--- src/rtl/pwm_deadtime_gen_if.sv ---
// Config, PWM input and drive outputs of the dead-time stage.
// The SFR/generator side uses master; the dead-time block uses slave.
interface pwm_deadtime_gen_if #(
  parameter int unsigned N = 16
);
  logic         sys_clk_en;
  logic         pwm_in;
  logic [N-1:0] dt_rise;
  logic [N-1:0] dt_fall;
  logic         pol_h;
  logic         pol_l;
  logic         out_en;
  logic         fault_in;
  logic         fault_clr;
  logic         pwm_h;
  logic         pwm_l;
  logic         dt_active;
  logic         fault_flag;

  modport master (
    output sys_clk_en, pwm_in, dt_rise, dt_fall, pol_h, pol_l, out_en,
           fault_in, fault_clr,
    input  pwm_h, pwm_l, dt_active, fault_flag
  );

  modport slave (
    input  sys_clk_en, pwm_in, dt_rise, dt_fall, pol_h, pol_l, out_en,
           fault_in, fault_clr,
    output pwm_h, pwm_l, dt_active, fault_flag
  );
endinterface

--- src/rtl/pwm_deadtime_gen.sv ---
// Complementary high/low-side PWM pair with independent rise/fall dead time
// and a sticky synchronous fault shutdown.
module pwm_deadtime_gen #(
  parameter int unsigned N = 16
) (
  input logic              sys_clk,
  input logic              sys_rst,
  pwm_deadtime_gen_if.slave bus
);

  typedef enum logic [4:0] {
    S_LOW  = 5'b00001,
    S_DTR  = 5'b00010,
    S_HIGH = 5'b00100,
    S_DTF  = 5'b01000,
    S_FLT  = 5'b10000
  } state_t;

  state_t       state, state_d;
  logic [N-1:0] dt_cnt, cnt_d;
  logic         pwm_in_q;
  logic         fault_flag, flag_d;
  logic         h_raw, l_raw;

  always_ff @(posedge sys_clk or posedge sys_rst) begin
    if (sys_rst) begin
      state      <= S_DTF;
      dt_cnt     <= '0;
      pwm_in_q   <= 1'b0;
      fault_flag <= 1'b0;
    end else begin
      // state/count/flag hold via next-state defaults, so fault can act while disabled
      state      <= state_d;
      dt_cnt     <= cnt_d;
      fault_flag <= flag_d;
      if (bus.sys_clk_en) pwm_in_q <= bus.pwm_in;
    end
  end

  always_comb begin
    state_d = state;
    cnt_d   = dt_cnt;
    flag_d  = fault_flag;
    if (bus.fault_in) begin
      state_d = S_FLT;
      flag_d  = 1'b1;
    end else if (bus.sys_clk_en) begin
      case (state)
        S_LOW: begin
          if (pwm_in_q) begin
            state_d = (bus.dt_rise == '0) ? S_HIGH : S_DTR;
            cnt_d   = bus.dt_rise - N'(1);
          end
        end
        S_DTR: begin
          if (!pwm_in_q)         state_d = S_LOW;
          else if (dt_cnt == '0) state_d = S_HIGH;
          else                   cnt_d   = dt_cnt - N'(1);
        end
        S_HIGH: begin
          if (!pwm_in_q) begin
            state_d = (bus.dt_fall == '0) ? S_LOW : S_DTF;
            cnt_d   = bus.dt_fall - N'(1);
          end
        end
        S_DTF: begin
          if (pwm_in_q)          state_d = S_HIGH;
          else if (dt_cnt == '0) state_d = S_LOW;
          else                   cnt_d   = dt_cnt - N'(1);
        end
        S_FLT: begin
          if (bus.fault_clr) begin
            state_d = (bus.dt_fall == '0) ? S_LOW : S_DTF;
            cnt_d   = bus.dt_fall - N'(1);
            flag_d  = 1'b0;
          end
        end
        default: state_d = S_LOW;
      endcase
    end
  end

  // One-hot bits feed the pins directly so the raw drives never glitch
  assign h_raw = state[2];
  assign l_raw = state[0];

  assign bus.pwm_h      = (h_raw ^ bus.pol_h) & bus.out_en;
  assign bus.pwm_l      = (l_raw ^ bus.pol_l) & bus.out_en;
  assign bus.dt_active  = state[1] | state[3];
  assign bus.fault_flag = fault_flag;

endmodule
--- src/flat_wrapper.sv ---
// flat-port wrapper written by rule: the top's interface ports become plain ports
module pwm_deadtime_gen_flat 
#(
  parameter int unsigned N = 16
)
  (sys_clk, sys_rst, bus_sys_clk_en, bus_pwm_in, bus_dt_rise, bus_dt_fall, bus_pol_h, bus_pol_l, bus_out_en, bus_fault_in, bus_fault_clr, bus_pwm_h, bus_pwm_l, bus_dt_active, bus_fault_flag);
  pwm_deadtime_gen_if #(.N(N)) bus_i ();
  input logic sys_clk;
  input logic sys_rst;
  input wire logic [$bits(bus_i.sys_clk_en)-1:0] bus_sys_clk_en;
  input wire logic [$bits(bus_i.pwm_in)-1:0] bus_pwm_in;
  input wire logic [$bits(bus_i.dt_rise)-1:0] bus_dt_rise;
  input wire logic [$bits(bus_i.dt_fall)-1:0] bus_dt_fall;
  input wire logic [$bits(bus_i.pol_h)-1:0] bus_pol_h;
  input wire logic [$bits(bus_i.pol_l)-1:0] bus_pol_l;
  input wire logic [$bits(bus_i.out_en)-1:0] bus_out_en;
  input wire logic [$bits(bus_i.fault_in)-1:0] bus_fault_in;
  input wire logic [$bits(bus_i.fault_clr)-1:0] bus_fault_clr;
  output wire logic [$bits(bus_i.pwm_h)-1:0] bus_pwm_h;
  output wire logic [$bits(bus_i.pwm_l)-1:0] bus_pwm_l;
  output wire logic [$bits(bus_i.dt_active)-1:0] bus_dt_active;
  output wire logic [$bits(bus_i.fault_flag)-1:0] bus_fault_flag;
  assign bus_i.sys_clk_en = bus_sys_clk_en;
  assign bus_i.pwm_in = bus_pwm_in;
  assign bus_i.dt_rise = bus_dt_rise;
  assign bus_i.dt_fall = bus_dt_fall;
  assign bus_i.pol_h = bus_pol_h;
  assign bus_i.pol_l = bus_pol_l;
  assign bus_i.out_en = bus_out_en;
  assign bus_i.fault_in = bus_fault_in;
  assign bus_i.fault_clr = bus_fault_clr;
  assign bus_pwm_h = bus_i.pwm_h;
  assign bus_pwm_l = bus_i.pwm_l;
  assign bus_dt_active = bus_i.dt_active;
  assign bus_fault_flag = bus_i.fault_flag;
  pwm_deadtime_gen #(.N(N)) u_core (.sys_clk(sys_clk), .sys_rst(sys_rst), .bus(bus_i));
endmodule
--- config.mk ---
export PLATFORM = sky130hd
export DESIGN_NAME = pwm_deadtime_gen_flat
export DESIGN_NICKNAME = d
export VERILOG_FILES = /design/src/rtl/pwm_deadtime_gen_if.sv /design/src/rtl/pwm_deadtime_gen.sv /design/src/flat_wrapper.sv
export SDC_FILE = /design/constraint.sdc
export NUM_CORES = 1
export LEC_CHECK = 0
export BUFFER_PORTS_ARGS = -buffer_cell sky130_fd_sc_hd__buf_2
export CAP_MARGIN = 10
export CELL_PAD_IN_SITES_DETAIL_PLACEMENT = 0
export CELL_PAD_IN_SITES_GLOBAL_PLACEMENT = 2
export CORE_ASPECT_RATIO = 0.8
export CORE_UTILIZATION = 34
export CTS_CLUSTER_DIAMETER = 80
export DETAILED_ROUTE_END_ITERATION = 7
export HOLD_SLACK_MARGIN = 0.1
export PLACE_DENSITY_LB_ADDON = 0.1
export SLEW_MARGIN = 0
export SYNTH_ARGS = -nofsm -noshare
export SYNTH_HDL_FRONTEND = slang
export SYNTH_SLANG_ARGS = --single-unit
--- constraint.sdc ---
create_clock -name sys_clk -period 7.8 [get_ports sys_clk]
set_input_delay 0.39 -clock sys_clk [delete_from_list [all_inputs] [get_ports sys_clk]]
set_output_delay 0.39 -clock sys_clk [all_outputs]
set_load 0.02 [all_outputs]
==> summary.txt <==
STA
  – Slew HR: 0.293
  – Max Clock Freq: 252 MHz
  – Slew @ Worst Pin: 1050 ps
  – Setup TNS: 0 ps
  – Fin. Hold Viols: 0
  – RSZ-0062 raised after global routing: false
  – Tcrit/Tclk final: 0.509
  – Final WS setup: 3830 ps
  – Fin Clk Skew: 10.8 ps
  – Finish-stage setup viols: 0
  – Min cycle time layout: 3970 ps
  – Slew Viols, Final: 0
  – Hold Worst Slack: 308 ps

Power and ir drop
  – Clk pwr share: 0.145
  – Combinational Power Share: 0.439
  – Switching share of power: 0.442
  – Sequential power share: 0.417
  – PD cells: 212 nW/um2
  – P_sw: 0.000235 W
  – Cell Int Power: 0.000297 W
  – Pwr Total: 0.000532 W
  – Leakage power: 1.05 nW
  – Peak VDD IR: 0.0770 mV

Critical path
  – Setup CP Type: flip-flop to flip-flop
  – Worst Path Arrival: 4140 ps
  – Critical Path RT: 7970 ps
  – CP Capture Type: flip-flop
  – CP Max Fanout: 23
  – Reg2reg setup slack: 3830 ps
  – CP Launch Type: flip-flop

Floorplan
  – Row count: 25
  – Core ar.: 6100 um2
  – Full die area: 6850 um2
  – Horiz. Die Dim: 92.3 um
  – Die H: 74.2 um
  – Initial core utilization: 0.363
  – Boundary pin count: 45

Clock tree
  – Setup Buffers After CTS: 0
  – CTS tree: yes
  – TritonCTS Buffers: 3
  – Clk slew on worst S/H paths: 90 ps
  – Skew-Pair Late Insertion Delay: 270 ps
  – # clock sinks: 23
  – Hold_buf cts: 0
  – Clock Root Buffer: clkbuf_8
  – Clk buf depth: 2
  – Resized cells post-CTS: 0
  – H-tree levels: 1

Detailed routing
  – Met3 wire length: 466 um
  – Drt pass-1 iters: 4
  – Routed wl met2: 3040 um
  – DR top layer: met4
  – Starting DRT DRC Count: 141
  – Via count: 2285
  – Drt via density: 5.78
  – Met1 Routed Length: 3500 um
  – Post-Route WL: 7060 um
  – Final ANT Viol Nets: 0
  – DRC: 0
  – Post-DR wirelength/cell: 17.9 um

Synthesis
  – Post-synthesis async set-or-reset flop share: 1.00
  – FF+latch count, synth: 23
  – Post-synthesis cell type count: 65
  – Simple-gate share of the synthesized area: 0.322
  – Post-synth net total: 323
  – Mapped Cells: 281
  – Post-synthesis cell area: 2220 um2
  – Compound-Gate Fraction of Synth Area: 0.243
  – Largest family of logic cells by synthesized area: simple AND/OR/NAND/NOR gates
  – Ys flop type: dfrtp_1
  – Synthesized-area fraction occupied by adder cells: 0.00565
  – Post-synthesis mux area share: 0.0531
  – Post-Synth XOR/XNOR Area: 0.0672
  – Post-Syn Area per Cell: 7.89 um2
  – Sequential fraction of the synthesis area: 0.260
  – Post-synth EDFFs: 0
  – Yosys warning total: 0

Worst hold path
  – Worst min-delay path class: input port to asynchronous set/reset pin

Final layout
  – FILL cells: 643
  – P&R area growth vs syn: 13.1%
  – Most common cell after layout, fill and taps aside: buf_2
  – Seq. cell area: 577 um2
  – N_diodes: 0
  – Multi-input logic area: 1530 um2
  – Share of cells above drive strength 1: 0.210
  – Most frequent cells in the layout: buf_2, nand2_1, nor2_1
  – Layout Nets: 357

Global route
  – GRT Residual Overflow: 0
  – Initial antenna violation count: 0
  – Overall routing resource usage: 0.217
  – First-pass GRT wire length: 11300 um
  – Largest net degree at the start of global routing: 31
  – Vias in the first global route: 2067

Run
  – Max_cap viols: 0

Placed design
  – Post-DP HPWL: 5540 um
  – Pre-CTS setup slack: 3910 ps
  – Final Wtd Congestion: 0.813
  – Port buffer count: 44

Status
  – Outcome: finished, final reports clean
## metrics by stage
stage | instances | cell area (um2) | utilization
floorplan | 281 | 2220 | -
global placement | 391 | 2460 | 0.403
detailed placement | 391 | 2460 | 0.403
CTS | 395 | 2510 | 0.411
global route | 395 | 2510 | 0.411
finish | 395 | 2510 | 0.411
## cell families (layout without fill, tap and decap cells)
group,count (synthesis),in the layout
mux,11,11
fa+ha+maj,1,1
compound gates,80,80
xor+xnor,17,17
flops,23,23
buf+inv,22,55
simple gates,127,127
## worst paths after layout
| check | depth (start not counted) | from | endpoint |
|---|---|---|---|
| hold / removal | 2 | sys_rst | u_core.pwm_in_q |
| max in group asynchronous | 2 | sys_rst | u_core.dt_cnt[15] |
| setup reg to reg | 10 | u_core.state[1] | u_core.dt_cnt[14] |
| setup / recovery | 10 | u_core.state[1] | u_core.dt_cnt[14] |
| hold reg to reg | 2 | u_core.bus.fault_flag | u_core.bus.fault_flag |
| min in group sys_clk | 2 | bus_fault_in | u_core.state[3] |
## critical path, cell delays in order (launching register included)
cell and delay (ps):
dfrtp_1 790, xnor2_1 270, or3_1 750, o22ai_1 260, a21o_1 190, ha_1 210, or3b_1 410, nor3_2 410
and3_1 280, a21oi_1 80, o221a_1 240
## cell type report
class                           count  area share
Inverter                            6     0.00899
Multi-Input combinational cell    236       0.611
Sequential cell                    23       0.230
Timing Repair Buffer               45      0.0909
Clock buffer                        3      0.0165
Tap cell                           81      0.0404
Clock inverter                      1     0.00200
## sequential cells by signal, summed over array words and instances, names as in the netlist
| name | cells |
|---|---|
| u_core.dt_cnt | 16 |
| u_core.state | 5 |
| u_core.bus.fault_flag | 1 |
| u_core.pwm_in_q | 1 |
## metal layers
layer	up-vias	global-route usage
met5	-	0
met4	0	0.0365
met3	4	0.0348
met2	91	0.337
met1	1062	0.323
li1	1128	-
## cells in the mapped netlist (2+ instances only)
library cell   n  area [um2]
nor2b_1        6        37.5
o22a_1         2        17.5
o41ai_1        2        17.5
o21ai_1        2        10.0
clkbuf_1       4        15.0
nor2_1        28         105
buf_6          2        22.5
nor4_1        14        87.6
buf_1          2        7.51
o21ai_0       21         105
nand4_1        3        18.8
or3_1          4        25.0
a21o_1         3        22.5
a21oi_2        2        17.5
nand2_1       32         120
nor3b_1        4        30.0
nand3_1        6        30.0
dfrtp_1       22         551
buf_2          8        40.0
nor4bb_1       3        30.0
a31oi_1        7        43.8
mux2_2         2        22.5
xnor2_1        9        78.8
a21oi_1       17        85.1
a221oi_1       4        35.0
o31ai_1        3        22.5
o22ai_1        2        12.5
inv_1          5        18.8
and3_1         2        12.5
nor3_1         6        30.0
o211ai_1       3        22.5
and2_1         4        25.0
xor2_1         8        70.1
mux2i_1        8        80.1
## power groups by stage
stage                     sequential [W]  combinational [W]  clock [W]
after floorplan                 0.000196           0.000185          0
after global placement          0.000223           0.000233          0
after detailed placement        0.000221           0.000233          0
after CTS                       0.000219           0.000233  0.0000815
after global routing            0.000226           0.000261  0.0000848
final                           0.000222           0.000233  0.0000771
No activity file was read; power rests on OpenSTA's default activity.
